==> src/rtl/fpu_op_responder.sv <==
// fpu_op_responder: DUT-side endpoint of the FPU operand/result protocol.
// Accepts one operation per request, launches it on the FPU core, and watches
// its completion against a per-op latency budget. The result is held until it
// is acknowledged. A qNaN result and a sticky timeout are produced if the
// budget expires.
//
// Ports:
//   clk, reset_n         clock, asynchronous active-low reset
//   req_valid/req_ready  request handshake (ready only in IDLE)
//   opA, opB, fpuOp      operands and op (00 ADD, 01 SUB, 10 MUL, 11 DIV)
//   core_start           one-cycle launch pulse to the core
//   core_a/b/op          captured operands/op, stable from start to done
//   core_result/done     core result and completion strobe
//   fpuOut/out_valid     registered result, valid until out_ack
//   out_ack              result consumed
//   timeout              sticky budget-expiry flag
//   busy_cycles          cycles the last operation spent in BUSY
module fpu_op_responder #(
   parameter int unsigned ADD_LAT = 4,
   parameter int unsigned CNT_W   = 8
) (
   input  logic             clk,
   input  logic             reset_n,
   input  logic             req_valid,
   output logic             req_ready,
   input  logic [31:0]      opA,
   input  logic [31:0]      opB,
   input  logic [1:0]       fpuOp,
   output logic             core_start,
   output logic [31:0]      core_a,
   output logic [31:0]      core_b,
   output logic [1:0]       core_op,
   input  logic [31:0]      core_result,
   input  logic             core_done,
   output logic [31:0]      fpuOut,
   output logic             out_valid,
   input  logic             out_ack,
   output logic             timeout,
   output logic [CNT_W-1:0] busy_cycles
);

   localparam logic [31:0] QNAN = 32'h7FC0_0000;
   localparam logic [CNT_W-1:0] BUDGET_ADD = CNT_W'(ADD_LAT);
   localparam logic [CNT_W-1:0] BUDGET_MUL = CNT_W'(32 * ADD_LAT);

   typedef enum logic [1:0] {StIdle, StLaunch, StBusy, StHold} state_e;

   state_e           state_q, state_d;
   logic [31:0]      core_a_q, core_a_d;
   logic [31:0]      core_b_q, core_b_d;
   logic [1:0]       core_op_q, core_op_d;
   logic [31:0]      fpu_out_q, fpu_out_d;
   logic             timeout_q, timeout_d;
   logic [CNT_W-1:0] busy_cycles_q, busy_cycles_d;
   logic [CNT_W-1:0] cnt_q, cnt_d;

   logic [CNT_W-1:0] budget;
   logic             on_time;
   logic             expired;

   // Budget follows the captured op, so it stays fixed for the whole operation.
   assign budget  = core_op_q[1] ? BUDGET_MUL : BUDGET_ADD;
   // A done in the same cycle as the last budgeted count is still on time.
   assign on_time = core_done && (cnt_q <= budget);
   // The counter only ever reaches budget+1 here, since BUSY is left there.
   assign expired = !on_time && (cnt_q > budget);

   // FSM state register
   always_ff @(posedge clk or negedge reset_n) begin
      if (!reset_n) begin
         state_q <= StIdle;
      end else begin
         state_q <= state_d;
      end
   end

   // FSM next state
   always_comb begin
      state_d = state_q;
      unique case (state_q)
         StIdle:   if (req_valid) state_d = StLaunch;
         StLaunch: state_d = StBusy;
         StBusy:   if (on_time || expired) state_d = StHold;
         StHold:   if (out_ack) state_d = StIdle;
         default:  state_d = StIdle;
      endcase
   end

   // FSM outputs
   always_comb begin
      req_ready  = (state_q == StIdle);
      core_start = (state_q == StLaunch);
      out_valid  = (state_q == StHold);
   end

   // Datapath next state
   always_comb begin
      core_a_d      = core_a_q;
      core_b_d      = core_b_q;
      core_op_d     = core_op_q;
      fpu_out_d     = fpu_out_q;
      timeout_d     = timeout_q;
      busy_cycles_d = busy_cycles_q;
      cnt_d         = cnt_q;
      unique case (state_q)
         StIdle: begin
            if (req_valid) begin
               core_a_d  = opA;
               core_b_d  = opB;
               core_op_d = fpuOp;
               cnt_d     = '0;
            end
         end
         StLaunch: cnt_d = CNT_W'(1);
         StBusy: begin
            if (on_time) begin
               fpu_out_d     = core_result;
               busy_cycles_d = cnt_q;
            end else if (expired) begin
               fpu_out_d     = QNAN;
               timeout_d     = 1'b1;
               busy_cycles_d = budget + CNT_W'(1);
            end else if (cnt_q != {CNT_W{1'b1}}) begin
               // Saturate rather than wrap.
               cnt_d = cnt_q + CNT_W'(1);
            end
         end
         default: ;
      endcase
   end

   always_ff @(posedge clk or negedge reset_n) begin
      if (!reset_n) begin
         core_a_q      <= '0;
         core_b_q      <= '0;
         core_op_q     <= '0;
         fpu_out_q     <= '0;
         timeout_q     <= 1'b0;
         busy_cycles_q <= '0;
         cnt_q         <= '0;
      end else begin
         core_a_q      <= core_a_d;
         core_b_q      <= core_b_d;
         core_op_q     <= core_op_d;
         fpu_out_q     <= fpu_out_d;
         timeout_q     <= timeout_d;
         busy_cycles_q <= busy_cycles_d;
         cnt_q         <= cnt_d;
      end
   end

   assign core_a      = core_a_q;
   assign core_b      = core_b_q;
   assign core_op     = core_op_q;
   assign fpuOut      = fpu_out_q;
   assign timeout     = timeout_q;
   assign busy_cycles = busy_cycles_q;

endmodule

==> config.mk <==
export PLATFORM = sky130hd
export DESIGN_NAME = fpu_op_responder
export DESIGN_NICKNAME = d
export VERILOG_FILES = /design/src/rtl/fpu_op_responder.sv
export SDC_FILE = /design/constraint.sdc
export NUM_CORES = 1
export LEC_CHECK = 0
export CAP_MARGIN = 20
export CORE_ASPECT_RATIO = 1.4
export CORE_MARGIN = 3
export CORE_UTILIZATION = 42
export CTS_CLUSTER_SIZE = 14
export DETAILED_ROUTE_END_ITERATION = 6
export PLACE_DENSITY = 0.78
export SKIP_CTS_REPAIR_TIMING = 1
export SLEW_MARGIN = 25
export SYNTH_ARGS = -nofsm -noshare
export SYNTH_HDL_FRONTEND = slang
export SYNTH_SLANG_ARGS = --single-unit
export TNS_END_PERCENT = 10
==> constraint.sdc <==
create_clock -name clk -period 2.5 [get_ports clk]
set_clock_uncertainty 0.1 [all_clocks]
set_input_delay 0.625 -clock clk [delete_from_list [all_inputs] [get_ports clk]]
set_output_delay 0.625 -clock clk [all_outputs]
set_load 0.03 [all_outputs]
==> key figures, run 1 <==
Status
  • Status: finished, final reports clean

Worst hold path
  • Worst hold path type: in2async

Floorplanning
  • Starting Density: 0.433
  • Die area: 12,600 sq um
  • Core footprint: 10,900 sq um
  • Die X: 95.7 um
  • Die H: 132 um
  • I/O Pins: 213
  • Row count: 45

Critical path
  • Critical path startpoint category: flop
  • CP Capture Type: output pin
  • Top Family by Delay on Critical Path: buffers and inverters
  • Setup CP Type: reg2out
  • CP peak stage delay: 0.69 ns
  • CP cell instances: ha_1, clkdlybuf4s50_1
  • CP required: 1.77 ns
  • Worst Path Max Fanout: 4
  • CP arrival: 1.68 ns
  • Buffers plus inverters on the worst setup path: 1
  • Slowest CP cell: clkdlybuf4s50_1

Clock tree
  • Number of clock sinks: 117
  • CTS tree: yes
  • Root buffer cell: clkbuf_16
  • H-tree depth: 4
  • Clock buffer depth: 2
  • Worst-skew pair later-pin latency: 0.40 ns
  • TritonCTS Buffers: 17
  • Clock-pin slew on the worst setup and hold paths: 0.05 ns

Synthesis
  • Syn Inst Count: 326
  • Netlist Area Pre-Place: 4730 sq um
  • Top-area cell type share of the netlist area: 0.619
  • Synth area leaders: dfrtp_1 (62%), mux2_2 (16%), a22o_1 (5.0%), ha_1 (2.1%), o22a_2 (1.9%)
  • Post-Syn Nets: 437
  • Seq cells post-synth: 117
  • Unique masters post-synth: 40
  • Post-synthesis sequential area ratio: 0.619
  • Syn_area_per_cell: 14.5 sq um
  • Cell taking the most area after synthesis: dfrtp_1
  • Synth warn: 0

Global route
  • Initial antenna violation count: 0
  • Remaining Overflow, GRT: 0
  • Pin count of the biggest net entering global routing: 55
  • Vias in the first global route: 3,926
  • Gr usage total: 0.207
  • First-pass GRT wire length: 19,900 um

Detailed routing
  • WL final: 12,500 um
  • DR WL/cell: 17.8 um
  • Via count: 3,593
  • Antenna Nets Post-Route: 0
  • TritonRoute pass-1 iters: 5
  • Post-route DRC: 0
  • Detailed Route Iter0 Violations: 169
  • Vias/cell: 5.10

Final layout
  • Non-filler instance count after layout: 704
  • Most frequent cells in the layout: clkdlybuf4s50_1 (209), dfrtp_1 (117), mux2_2 (66)
  • Antenna diodes: 0
  • Final Instance Area: 7720 sq um
  • Total Nets Final: 661
  • Share of cells above drive strength 1: 0.233
  • Commonest non-fill, non-tap cell in the layout: clkdlybuf4s50_1
  • Fillers: 775
  • Area growth, synth to finish: 63.3%

STA
  • Final Max Tran Viols: 0
  • Least-Margin Pin Slew: 0.500 ns
  • Max frequency: 0.416 GHz
  • Crit path time final: 2.40 ns
  • Final setup vio count: 0
  • Final hold vios: 0
  • Final setup margin: 0.0956 ns
  • Fin crit share: 0.962
  • Worst slew margin: 0.665
  • Setup TNS Final: 0 ns
  • RSZ-0062 raised after global routing: false

Placed design
  • Post-DP Area: 7020 sq um
  • I/O Buffers: 212
  • Placed cells: 672
  • GPL Wtd Cong: 0.870
  • Dpl hpwl: 9380 um
  • Post-Place Worst Slack: 0.0540 ns

Pwr
  • Leakage power: 3.31 nW
  • Maximum VDD drop: 820 uV
  • Pwr dens: 1480 nW/um^2

Job
  • Max Cap Violations: 0
## stage by stage
stage | hold slack [ns] | util | power (mW)
final | 0.0762 | 0.707 | 11.4
after global placement | 0.355 | 0.642 | 8.57
after floorplan | 0.229 | - | 6.39
after global routing | 0.100 | 0.707 | 12.0
after CTS | 0.0828 | 0.706 | 11.6
after detailed placement | 0.357 | 0.642 | 8.69
## cell usage after synthesis, drive strengths merged
cell type and number:
dfrtp 117, mux2 67, a22o 28, buf 14, o21ai 10, o22a 10, nand2 9, nor2 9
ha 8, inv 8, nand3 7, o31ai 5, a21oi 4, clkbuf 4, a31oi 3, nor3 3
o41ai 3, mux2i 2, nand4 2, nor2b 2, or2 2, a21o 1, and2b 1, and3 1
nand2b 1, nor4 1, o221a 1, o221ai 1, o31a 1, o32a 1
## final timing paths
kind	startpoint	depth (start not counted)	end	slack, ns
max	state_q[1]	2	out_valid	0.1
min reg2reg	timeout	1	timeout	0.37
max reg2reg	core_op[1]	8	cnt_q[3]	0.15
min	reset_n	1	state_q[0]	0.08
max in group asynchronous	reset_n	2	fpuOut[11]	1.51
min in group clk	timeout	1	timeout	0.37
## per-layer routing
| metal | global-route usage | routed length (um) |
|---|---|---|
| met1 | 0.218 | 4450 |
| met2 | 0.358 | 6490 |
| met3 | 0.0848 | 1250 |
| met4 | 0.0799 | 308 |
| met5 | 0 | 0 |
## area by class of cell
class                   instances  area (sq um)  area share
flip-flops and latches        117          2930       0.379
repair buffers                223          2240       0.291
multi-input cells             183          1650       0.214
clock buffers                  21           470      0.0609
clock inverters                11           221      0.0287
well taps                     141           176      0.0228
inverters                       8          30.0     0.00389
## where the power goes
group	switching [mW]	internal [mW]
sequential	0.421	2.71
combinational	2.99	2.52
clock	0.843	1.95
## flip-flops by register name, summed over array words and instances, names as in the netlist
signal	flops
core_a	32
core_op	2
state_q	2
timeout	1
busy_cycles	8
cnt_q	8
core_b	32
fpuOut	32
## logic make-up after synthesis
logic type      share of synthesized area
compound gates                      0.117
buf+inv                            0.0341
fa+ha+maj                          0.0212
mux                                 0.165
flops                               0.619
simple gates                       0.0434
Power figures use the tool's default switching activity.
==> run 2, diff against run 1 <==
--- a/config.mk
+++ b/config.mk
@@ -7,7 +7,7 @@
 export LEC_CHECK = 0
 export CAP_MARGIN = 20
 export CORE_ASPECT_RATIO = 1.4
-export CORE_MARGIN = 3
+export CORE_MARGIN = 2
 export CORE_UTILIZATION = 42
 export CTS_CLUSTER_SIZE = 14
 export DETAILED_ROUTE_END_ITERATION = 6
==> run 2 against run 1 <==
Wire length grew 2.4%. Core utilization shrank 1.4 points. Clock-buffer cell count is the same. Combinational power is essentially flat. Cell count shrank 0.71%. Sequential power is essentially flat. Fmax grew 0.64%. Critical path depth is the same. Final area shrank 1.9%. Flip-flop and latch count is the same. Non-clock buffer count shrank 3. Critical endpoint unchanged. Highest routed layer unchanged.
==> key figures, run 2 (synthesis gave the netlist of run 1 again) <==
Floorplanning
  • Die X: 93.7 um (-2.1%)
  • Core footprint: 10,900 sq um (unchanged)
  • Starting Density: 0.433 (unchanged)
  • Row count: 45 (unchanged)
  • Die H: 130 um (-1.5%)
  • I/O Pins: 213 (unchanged)
  • Die area: 12,100 sq um (-3.6%)

Critical path
  • Critical path startpoint category: flop
  • Worst Path Max Fanout: 4 (unchanged)
  • CP Capture Type: output pin
  • Setup CP Type: reg2out
  • CP arrival: 1.66 ns (-0.02 ns)
  • CP required: 1.77 ns (about the same)

Global route
  • Pin count of the biggest net entering global routing: 67 (+22%)
  • Initial antenna violation count: 0 (unchanged)
  • Remaining Overflow, GRT: 0 (unchanged)
  • First-pass GRT wire length: 20,000 um (+0.42%)
  • Gr usage total: 0.215 (+0.00875)
  • Vias in the first global route: 3,958 (+0.82%)

STA
  • Final setup margin: 0.111 ns (+0.0153 ns)
  • Fin crit share: 0.956 (-0.00611)
  • Max frequency: 0.419 GHz (+0.64%)
  • Final setup vio count: 0 (unchanged)
  • RSZ-0062 raised after global routing: false
  • Hold Slack: 0.123 ns (+0.0465 ns)
  • Final hold vios: 0 (unchanged)
  • Crit path time final: 2.39 ns (-0.0153 ns)
  • Setup TNS Final: 0 ns (unchanged)
  • Final Max Tran Viols: 0 (unchanged)
  • Least-Margin Pin Slew: 0.560 ns (+0.0598 ns)
  • Worst slew margin: 0.624 (-0.0402)

Placed design
  • GPL Wtd Cong: 0.979 (+12%)
  • I/O Buffers: 212 (unchanged)
  • Dpl hpwl: 9170 um (-2.2%)
  • Placed cells: 669 (-0.45%)
  • Post-Place Worst Slack: 0.0645 ns (+0.0104 ns)
  • Post-DP Area: 6990 sq um (-0.32%)

Pwr
  • Pwr dens: 1450 nW/um^2 (-2.4%)
  • Total power draw: 11.0 mW (-4.3%)
  • Leakage power: 3.25 nW (-1.9%)
  • Maximum VDD drop: 839 uV (+2.2%)

Detailed routing
  • TritonRoute pass-1 iters: 5 (unchanged)
  • WL met2: 6750 um (+4.0%)
  • Vias/cell: 5.19 (+1.7%)
  • WL final: 12,800 um (+2.4%)
  • Post-route DRC: 0 (unchanged)
  • Detailed Route Iter0 Violations: 181 (+7.1%)
  • DR WL/cell: 18.3 um (+3.1%)
  • Met3 wire len: 1270 um (+1.8%)
  • Uppermost layer routed: met4
  • Via count: 3,629 (+1.0%)
  • Antenna Nets Post-Route: 0 (unchanged)
  • M1 WL: 4520 um (+1.5%)

Final layout
  • Area growth, synth to finish: 60.1%
  • Non-filler instance count after layout: 699 (-0.71%)
  • Fin util: 0.693 (-0.0136)
  • Antenna diodes: 0 (unchanged)
  • Share of cells above drive strength 1: 0.220 (-0.0123)
  • Commonest non-fill, non-tap cell in the layout: clkdlybuf4s50_1
  • Final Instance Area: 7570 sq um (-1.9%)
  • Most frequent cells in the layout: clkdlybuf4s50_1 (209), dfrtp_1 (117), mux2_2 (66)
  • Total Nets Final: 658 (-0.45%)

Job
  • Max Cap Violations: 0 (unchanged)

Clock tree
  • H-tree depth: 4 (unchanged)
  • TritonCTS Buffers: 17 (unchanged)
  • Clock buffer depth: 2 (unchanged)
  • Number of clock sinks: 117 (unchanged)
  • CTS tree: yes
  • Clock-pin slew on the worst setup and hold paths: 0.05 ns (about the same)
  • Worst-skew pair later-pin latency: 0.40 ns (about the same)
  • Root buffer cell: clkbuf_16

Status
  • Status: finished, final reports clean

Worst hold path
  • Worst hold path type: in2async
run 2: cell count changes in the layout (fill, tap and decap cells not counted), moves of 2 or more:
cell / before / now
clkinv_4: 3 / 1
buf_4: 9 / 6
bufinv_16: 6 / 2
clkinv_2: 0 / 4
run 2: where the power goes:
part	leakage, nW	switching [mW]	internal [mW]
registers	1.42	0.447	2.72
clock network	0.281	0.787	1.53
logic	1.55	2.99	2.49
total	3.25	4.23	6.73
run 2: final timing paths:
| kind | cells past startpoint | end | startpoint | slack [ns] |
|---|---|---|---|---|
| setup reg to reg | 7 | fpuOut[28] | core_op[1] | 0.15 |
| min in group clk | 1 | timeout | timeout | 0.38 |
| hold / removal | 1 | cnt_q[2] | reset_n | 0.12 |
| setup / recovery | 2 | out_valid | state_q[1] | 0.11 |
| max in group asynchronous | 2 | core_a[30] | reset_n | 1.49 |
| hold reg to reg | 1 | timeout | timeout | 0.38 |
run 2: area by class of cell:
cell class / instances / area [sq um]
Clock buffer: 21 / 470
Clock inverter: 9 / 104
Fill cell: 802 / 3350
Inverter: 8 / 30.0
Multi-Input combinational cell: 183 / 1640
Sequential cell: 117 / 2930
Tap cell: 141 / 176
Timing Repair Buffer: 220 / 2220
run 2: routing by layer:
metal  vias up  track usage
li1       1643            -
met1      1790        0.232
met2       179        0.374
met3        17       0.0890
met4         0       0.0878
met5         -            0
run 2: worst max-delay path: stages, from the launching register on:
cell and delay (ns):
dfrtp_1 0.40, ha_1 0.19, clkdlybuf4s50_1 0.67
==> run 3, diff against run 2 <==
--- a/config.mk
+++ b/config.mk
@@ -12,9 +12,10 @@
 export CTS_CLUSTER_SIZE = 14
 export DETAILED_ROUTE_END_ITERATION = 6
 export PLACE_DENSITY = 0.78
+export SETUP_SLACK_MARGIN = 0.5
 export SKIP_CTS_REPAIR_TIMING = 1
 export SLEW_MARGIN = 25
 export SYNTH_ARGS = -nofsm -noshare
 export SYNTH_HDL_FRONTEND = slang
 export SYNTH_SLANG_ARGS = --single-unit
-export TNS_END_PERCENT = 10
+export TNS_END_PERCENT = 50
==> run 3 against run 2 <==
Sequential share of layout area decreased by 0.98 points. Power grew 1.3%. Clock-buffer cell count is 1 lower. Highest routed layer unchanged.
==> key figures, run 3 (synthesis gave the netlist of run 1 again) <==
Global route
  • Vias in the first global route: 3,929 (-0.73%)
  • Gr usage total: 0.212 (-0.00359)
  • Initial antenna violation count: 0 (unchanged)
  • Remaining Overflow, GRT: 0 (unchanged)
  • First-pass GRT wire length: 19,400 um (-2.8%)
  • Pin count of the biggest net entering global routing: 67 (unchanged)

Critical path
  • CP Capture Type: output pin
  • CP cell instances: clkdlybuf4s50_1
  • CP required: 1.77 ns (about the same)
  • Buffers plus inverters on the worst setup path: 1 (unchanged)
  • CP peak stage delay: 0.69 ns (+0.02 ns)
  • Slowest CP cell: clkdlybuf4s50_1
  • Setup CP Type: reg2out
  • CP arrival: 1.46 ns (-0.20 ns)
  • Critical path startpoint category: flop
  • Worst Path Max Fanout: 2 (-2)
  • Top Family by Delay on Critical Path: buffers and inverters

Floorplanning
  • I/O Pins: 213 (unchanged)
  • Die area: 12,100 sq um (unchanged)
  • Die X: 93.7 um (unchanged)
  • Die H: 130 um (unchanged)
  • Row count: 45 (unchanged)
  • Core footprint: 10,900 sq um (unchanged)
  • Starting Density: 0.433 (unchanged)

STA
  • Least-Margin Pin Slew: 0.468 ns (-0.0917 ns)
  • Final Max Tran Viols: 0 (unchanged)
  • Fin crit share: 0.876 (-0.0799)
  • Final hold vios: 0 (unchanged)
  • Worst slew margin: 0.688 (+0.0637)
  • Final setup vio count: 0 (unchanged)
  • Crit path time final: 2.19 ns (-0.200 ns)
  • RSZ-0062 raised after global routing: true
  • Max frequency: 0.457 GHz (+9.1%)

Final layout
  • Total Nets Final: 663 (+0.76%)
  • Register area: 2930 sq um (about the same)
  • Antenna diodes: 0 (unchanged)
  • Fillers: 756 (-5.7%)
  • Most frequent cells in the layout: clkdlybuf4s50_1 (177), dfrtp_1 (115), mux2_2 (66)
  • Commonest non-fill, non-tap cell in the layout: clkdlybuf4s50_1
  • Fin util: 0.712 (+0.0187)
  • Final Instance Area: 7780 sq um (+2.7%)
  • Share of cells above drive strength 1: 0.253 (+0.0327)
  • Area of the multi-input gates: 1700 sq um (+3.7%)
  • Area growth, synth to finish: 64.5%

Status
  • Status: finished, final reports clean

Clock tree
  • Worst-skew pair later-pin latency: 0.41 ns (about the same)
  • Root buffer cell: clkbuf_16
  • Clock buffer depth: 2 (unchanged)
  • CTS tree: yes
  • H-tree depth: 4 (unchanged)
  • Clock-pin slew on the worst setup and hold paths: 0.05 ns (about the same)
  • Number of clock sinks: 117 (unchanged)
  • TritonCTS Buffers: 17 (unchanged)

Pwr
  • Maximum VDD drop: 835 uV (-0.45%)
  • Pwr dens: 1430 nW/um^2 (-1.4%)
  • Total power draw: 11.1 mW (+1.3%)
  • Leakage power: 3.55 nW (+9.2%)

Placed design
  • Dpl hpwl: 9160 um (-0.18%)
  • Post-DP Area: 7040 sq um (+0.68%)
  • GPL Wtd Cong: 0.878 (-10%)
  • I/O Buffers: 212 (unchanged)

Detailed routing
  • Antenna Nets Post-Route: 0 (unchanged)
  • Post-route DRC: 0 (unchanged)
  • WL final: 12,600 um (-1.4%)
  • Via count: 3,635 (+0.17%)
  • Detailed Route Iter0 Violations: 169 (-6.6%)
  • TritonRoute pass-1 iters: 4 (-1)
  • DR WL/cell: 17.9 um (-2.3%)
  • Vias/cell: 5.15 (-0.83%)

Job
  • Max Cap Violations: 0 (unchanged)

Worst hold path
  • Worst hold path type: in2async
run 3: cell types whose count changed in the layout (fill, tap and decap cells not counted), moves of 3 or more:
cell / change
ha_1: -4
clkdlybuf4s50_1: -32
ha_2: +3
buf_6: +3
dlymetal6s2s_1: +30
run 3: through the flow:
| stage | instances | setup TNS (ns) | hold WS, ns | setup slack (ns) |
|---|---|---|---|---|
| after floorplan | 326 | 0 | 0.229 | 0.423 |
| after global placement | 670 | 0 | 0.353 | 0.182 |
| after detailed placement | 670 | 0 | 0.355 | 0.134 |
| after CTS | 702 | -0.117 | 0.0820 | -0.0721 |
| final | 706 | 0 | 0.0797 | 0.311 |
| after global routing | 706 | 0 | 0.0980 | 0.267 |
run 3: area by class of cell:
cell class              count  area share
repair buffers            225       0.304
well taps                 141      0.0227
inverters                   8     0.00386
flip-flops and latches    117       0.377
multi-input cells         183       0.219
clock inverters            12      0.0166
clock buffers              20      0.0574
run 3: path summary, 6_finish.rpt:
| check | to | slack [ns] | depth (start not counted) | startpoint |
|---|---|---|---|---|
| max in group asynchronous | core_a[5] | 1.58 | 2 | reset_n |
| max reg2reg | cnt_q[3] | 0.37 | 7 | core_op[1] |
| min | busy_cycles[0] | 0.08 | 1 | reset_n |
| max | busy_cycles[0] | 0.31 | 1 | busy_cycles[0] |
| min in group clk | timeout | 0.36 | 1 | timeout |
| min reg2reg | timeout | 0.36 | 1 | timeout |
run 3: power breakdown:
part / switching [mW] / internal (mW) / total [mW]
clock network: 0.857 / 1.49 / 2.35
registers: 0.436 / 2.72 / 3.15
logic: 3.03 / 2.57 / 5.60
run 3: metal layers:
layer  vias to the layer above  global-route usage  share of wire  routed length (um)
li1                       1649                   -              -                   -
met1                      1767               0.228           0.34                4310
met2                       196               0.368           0.53                6680
met3                        23              0.0890           0.10                1280
met4                         0              0.0861          0.027                 346
met5                         -                   0              0                   0
